### src/rtl/alu_exec_unit.sv
// ============================================================================
// alu_exec_unit : three-cycle ALU execution unit with register file,
//                 preload port, write-back report and debug read port.
// Revision      : 1.0
// ============================================================================
`default_nettype none

module alu_exec_unit #(
   parameter int DATA_WIDTH = 32,
   parameter int ADDR_WIDTH = 5
) (
   input  logic                  i_CLK,
   input  logic                  i_RSTn,
   input  logic [1:0]            i_oper,
   input  logic                  i_valid,
   output logic                  o_ready,
   input  logic [ADDR_WIDTH-1:0] i_reg0_addr,
   input  logic [ADDR_WIDTH-1:0] i_reg1_addr,
   input  logic [ADDR_WIDTH-1:0] i_reg2_addr,
   input  logic                  i_ld_en,
   input  logic [ADDR_WIDTH-1:0] i_ld_addr,
   input  logic [DATA_WIDTH-1:0] i_ld_data,
   output logic                  o_wb_valid,
   output logic [ADDR_WIDTH-1:0] o_wb_addr,
   output logic [DATA_WIDTH-1:0] o_wb_data,
   output logic                  o_zero,
   output logic                  o_carry,
   input  logic [ADDR_WIDTH-1:0] i_dbg_addr,
   output logic [DATA_WIDTH-1:0] o_dbg_data
);

   localparam int NREGS = 2 ** ADDR_WIDTH;

   typedef enum logic [1:0] {
      IDLE = 2'd0,
      EXEC = 2'd1,
      WB   = 2'd2
   } state_t;

   state_t                  state_q, state_d;
   logic                    boot_q, boot_d;
   logic [1:0]              oper_q, oper_d;
   logic [ADDR_WIDTH-1:0]   dst_q, dst_d;
   logic [ADDR_WIDTH-1:0]   wb_addr_q, wb_addr_d;
   logic [DATA_WIDTH-1:0]   a_q, a_d;
   logic [DATA_WIDTH-1:0]   b_q, b_d;
   logic [DATA_WIDTH-1:0]   res_q, res_d;
   logic                    cy_q, cy_d;
   logic                    zero_q, zero_d;
   logic                    carry_q, carry_d;
   logic [DATA_WIDTH-1:0]   rf_q [NREGS];
   logic [DATA_WIDTH-1:0]   rf_d [NREGS];

   logic [DATA_WIDTH:0]     alu_sum;
   logic [DATA_WIDTH:0]     alu_diff;
   logic [DATA_WIDTH-1:0]   alu_res;
   logic                    alu_cy;

   // The extra top bit of the widened difference is the unsigned borrow.
   always_comb begin
      alu_sum  = {1'b0, a_q} + {1'b0, b_q};
      alu_diff = {1'b0, a_q} - {1'b0, b_q};
      alu_res  = '0;
      alu_cy   = 1'b0;
      case (oper_q)
         2'b00: begin
            alu_res = alu_sum[DATA_WIDTH-1:0];
            alu_cy  = alu_sum[DATA_WIDTH];
         end
         2'b01: begin
            alu_res = alu_diff[DATA_WIDTH-1:0];
            alu_cy  = alu_diff[DATA_WIDTH];
         end
         2'b10:   alu_res = a_q & b_q;
         default: alu_res = a_q | b_q;
      endcase
   end

   always_comb begin
      state_d   = state_q;
      boot_d    = 1'b1;
      oper_d    = oper_q;
      dst_d     = dst_q;
      wb_addr_d = wb_addr_q;
      a_d       = a_q;
      b_d       = b_q;
      res_d     = res_q;
      cy_d      = cy_q;
      zero_d    = zero_q;
      carry_d   = carry_q;
      rf_d      = rf_q;

      case (state_q)
         IDLE: begin
            if (i_valid && boot_q) begin
               oper_d  = i_oper;
               dst_d   = i_reg2_addr;
               a_d     = rf_q[i_reg0_addr];
               b_d     = rf_q[i_reg1_addr];
               state_d = EXEC;
            end
         end
         EXEC: begin
            res_d     = alu_res;
            cy_d      = alu_cy;
            wb_addr_d = dst_q;
            state_d   = WB;
         end
         WB: begin
            zero_d  = (res_q == '0);
            carry_d = cy_q;
            state_d = IDLE;
         end
         default: state_d = IDLE;
      endcase

      // Write-back is applied last so it wins over a same-address preload.
      if (i_ld_en && (i_ld_addr != '0)) rf_d[i_ld_addr] = i_ld_data;
      if ((state_q == WB) && (wb_addr_q != '0)) rf_d[wb_addr_q] = res_q;
   end

   always_ff @(posedge i_CLK or negedge i_RSTn) begin
      if (!i_RSTn) begin
         state_q   <= IDLE;
         boot_q    <= 1'b0;
         oper_q    <= '0;
         dst_q     <= '0;
         wb_addr_q <= '0;
         a_q       <= '0;
         b_q       <= '0;
         res_q     <= '0;
         cy_q      <= 1'b0;
         zero_q    <= 1'b0;
         carry_q   <= 1'b0;
         for (int i = 0; i < NREGS; i++) rf_q[i] <= '0;
      end else begin
         state_q   <= state_d;
         boot_q    <= boot_d;
         oper_q    <= oper_d;
         dst_q     <= dst_d;
         wb_addr_q <= wb_addr_d;
         a_q       <= a_d;
         b_q       <= b_d;
         res_q     <= res_d;
         cy_q      <= cy_d;
         zero_q    <= zero_d;
         carry_q   <= carry_d;
         for (int i = 0; i < NREGS; i++) rf_q[i] <= rf_d[i];
      end
   end

   assign o_ready    = (state_q == IDLE) && boot_q;
   assign o_wb_valid = (state_q == WB);
   assign o_wb_addr  = wb_addr_q;
   assign o_wb_data  = res_q;
   assign o_zero     = zero_q;
   assign o_carry    = carry_q;
   assign o_dbg_data = rf_q[i_dbg_addr];

endmodule

`default_nettype wire

### config.mk
export PLATFORM = sky130hd
export DESIGN_NAME = alu_exec_unit
export DESIGN_NICKNAME = d
export VERILOG_FILES = /design/src/rtl/alu_exec_unit.sv
export SDC_FILE = /design/constraint.sdc
export NUM_CORES = 2
export LEC_CHECK = 0
export CAP_MARGIN = 30
export CELL_PAD_IN_SITES_DETAIL_PLACEMENT = 1
export CELL_PAD_IN_SITES_GLOBAL_PLACEMENT = 2
export CORE_MARGIN = 8
export CORE_UTILIZATION = 40
export CTS_CLUSTER_SIZE = 12
export DETAILED_ROUTE_END_ITERATION = 8
export HOLD_SLACK_MARGIN = 0.02
export PLACE_DENSITY_LB_ADDON = 0.1
export SETUP_SLACK_MARGIN = 0.05
export SLEW_MARGIN = 20
export SYNTH_ARGS = -nofsm -noshare
export SYNTH_HDL_FRONTEND = slang
export SYNTH_SLANG_ARGS = --single-unit
### constraint.sdc
create_clock -name i_CLK -period 3.1 [get_ports i_CLK]
set_clock_uncertainty 0.15 [all_clocks]
set_input_delay 0.465 -clock i_CLK [delete_from_list [all_inputs] [get_ports i_CLK]]
set_output_delay 0.465 -clock i_CLK [all_outputs]
set_load 0.01 [all_outputs]
==> out/metrics.csv <==
metric;value;unit
cp_data_arrival_time;2.72;ns
fin_util;48.7;%
grt_setup_unrepaired;yes;
syn_to_final_growth;20.9;%
crit_path_end_kind;output port;
reg2reg_depth;11;
setup_violations;35;
drc;0;
status;finished with violations;
start_util;40.3;%
firstDrtPassIters;7;
drt_iter0_drc;7445;
min_path_type;in2reg;
synth_enable_flop_cells;0;
ir_drop;0.683;mV
synthesis.nets;7302;
startpoint_type;flop;
die_w;462;um
violations;setup timing;
finalHoldViolCount;0;
drive_above_1_share;31.1;%
cap_violations;0;
gr-total-overflow;0;
startpoint;rf_q[548];
io_pins;136;
place.gp.congestion;0.905;
worstMarginPinSlew;1.13;ns
cp.required;2.48;ns
r2r-end;o_wb_data[31];
port_buffers;135;
avgSynthCellArea;11.2;um2
grt_pass1_wl;534;mm
endpoint;o_dbg_data[4];
clk_latency;0.83;ns
yosysSeqAreaShare;35.8;%
wl;375;mm
antenna_found_initial;8;
dp_hpwl;236;mm
post-route-period-util;108;%
die_h;462;um
htreeDepth;4;
grt.total_usage;34.6;%
syn-instance-count;7131;
tritoncts;built;
power_density;880;nW/um2
path_class;reg2out;
cts_root_buf;clkbuf_16;
ant_nets;0;
synth_ff_type;dfrtp_1;
r2r_start;b_q[7];
vias_per_cell;6.66;
fin_ws;-0.238;ns
row_count;163;
core_area;197000;um2
dp_slack;-0.461;ns
first_global_vias;69200;
die-area;213000;um2
final_cells;10200;
syn-cell-area;79500;um2
clock-sinks;1138;
max_freq;300;MHz
synth_seq_cells;1138;
grt_max_degree;102;
path_max_fanout;4;
clkTransAtPathRegs;0.06;ns
min_period;3.34;ns
synth_warnings;0;
layout_commonest_cell;dfrtp_1;
dp_cells;9726;
wl_per_cell;36.8;um
cts.path.max_buffers;3;
cts_buffers;144;
worst-r2r-setup-slack;-0.07;ns
synth_cell_types;81;
fin_nets;7597;
vias;67800;
total_leakage_power;39.0;nW
relSlewSlack;24.9;%
async_reset_ff_share;100;%
final_cell_mix;dfrtp_1, mux4_2, mux2i_1;
slew_violations;0;
==> kinds of logic after synthesis <==
family                     synth area share, %
AOI/OAI and AO/OA                         10.5
xor gates and xnor gates                 0.297
DFF                                       35.8
muxes                                     39.6
and+or+nand+nor                           7.29
other                                  0.00471
buffers and inverters                     4.76
adders and majority gates                 1.72
==> where the power goes <==
part | switching (mW) | internal [mW] | total [mW]
Combinational | 19.3 | 20.0 | 39.3
Sequential | 6.81 | 20.6 | 27.4
Clock | 7.44 | 10.4 | 17.8
Total | 33.5 | 51.0 | 84.6
==> sequential cells by signal (all words and copies together) (netlist names), 2 cells and up <==
name,count
b_q,32
oper_q,2
dst_q,5
o_wb_addr,5
rf_q,1024
o_wb_data,32
state_q,2
a_q,32
==> critical path, stage by stage (launching register included) <==
cell     delay [ns]
dfrtp_1        0.42
mux4_2         0.46
mux4_2         0.49
mux2_4         0.37
buf_6          0.15
==> synthesized netlist by cell type, types with 7 or more instances <==
cell      number  area, um2
dfrtp_1     1138      28500
mux4_2       962      21700
mux2i_1      941       9420
nor2_1       795       2980
a21oi_1      763       3820
clkbuf_1     670       2510
nand2_1      535       2010
o21ai_0      461       2310
a32oi_1      119       1040
ha_1         106       1330
inv_1         98        368
buf_2         91        455
buf_1         83        312
mux2_2        38        428
nor3_1        26        130
xnor2_1       25        219
clkbuf_2      18       90.1
nand3_1       18       90.1
o211ai_1      18        135
nor4_1        16        100
nor2b_1       13       81.3
o31ai_1       13       97.6
or3_1         13       81.3
a211oi_1      12       90.1
nand2b_1      12       75.1
a31oi_1       10       62.6
o21ai_1       10       50.1
nand4_1        8       50.1
o21bai_1       8       60.1
o221ai_1       8       70.1
a21o_1         7       52.6
o21a_1         7       52.6
==> per-stage QoR <==
stage	setup TNS (ns)	cell area (um2)	power (mW)	hold slack, ns
after global placement	-14.15	89000	61.5	0.252
after CTS	-7.92	95600	83.2	0.0565
final	-6.27	96100	84.6	0.126
after global routing	-8.44	96100	88.4	0.104
after floorplan	0	79500	47.6	0.0194
after detailed placement	-15.46	89000	62.6	0.253
==> layer usage <==
metal / part of all wire (%) / global-route usage [%]
met1: 40 / 46.5
met2: 45 / 53.1
met3: 9.3 / 8.43
met4: 5.7 / 16.1
met5: 0 / 0
==> worst min path at each step <==
stage	from	endpoint	slack (ns)	depth (start not counted)
after floorplan	i_RSTn	a_q[0]	0.02	0
after CTS	i_reg2_addr[4]	dst_q[4]	0.06	2
after global routing	i_reg2_addr[0]	dst_q[0]	0.10	2
after global placement	rf_q[1003]	rf_q[1003]	0.25	0
final	i_reg2_addr[4]	dst_q[4]	0.13	2
after detailed placement	rf_q[1017]	rf_q[1017]	0.25	0
==> cell type report <==
class | instances | area (um2)
Antenna cell | 3 | 7.51
Clock buffer | 199 | 4110
Clock inverter | 56 | 723
Fill cell | 20600 | 101000
Inverter | 102 | 383
Multi-Input combinational cell | 5025 | 48500
Sequential cell | 1138 | 28500
Tap cell | 2640 | 3300
Timing Repair Buffer | 1015 | 10600
==> timing repair <==
| item | CTS | global route |
|---|---|---|
| setup endpoints to repair | 49 | 48 |
| resized for setup | 289 | 64 |
| pin swaps | 40 | 38 |
| buffers inserted | 153 | 41 |
| hold endpoints to repair | 681 | 0 |
| hold buffers | 4 | 0 |
Power figures use the tool's default switching activity.
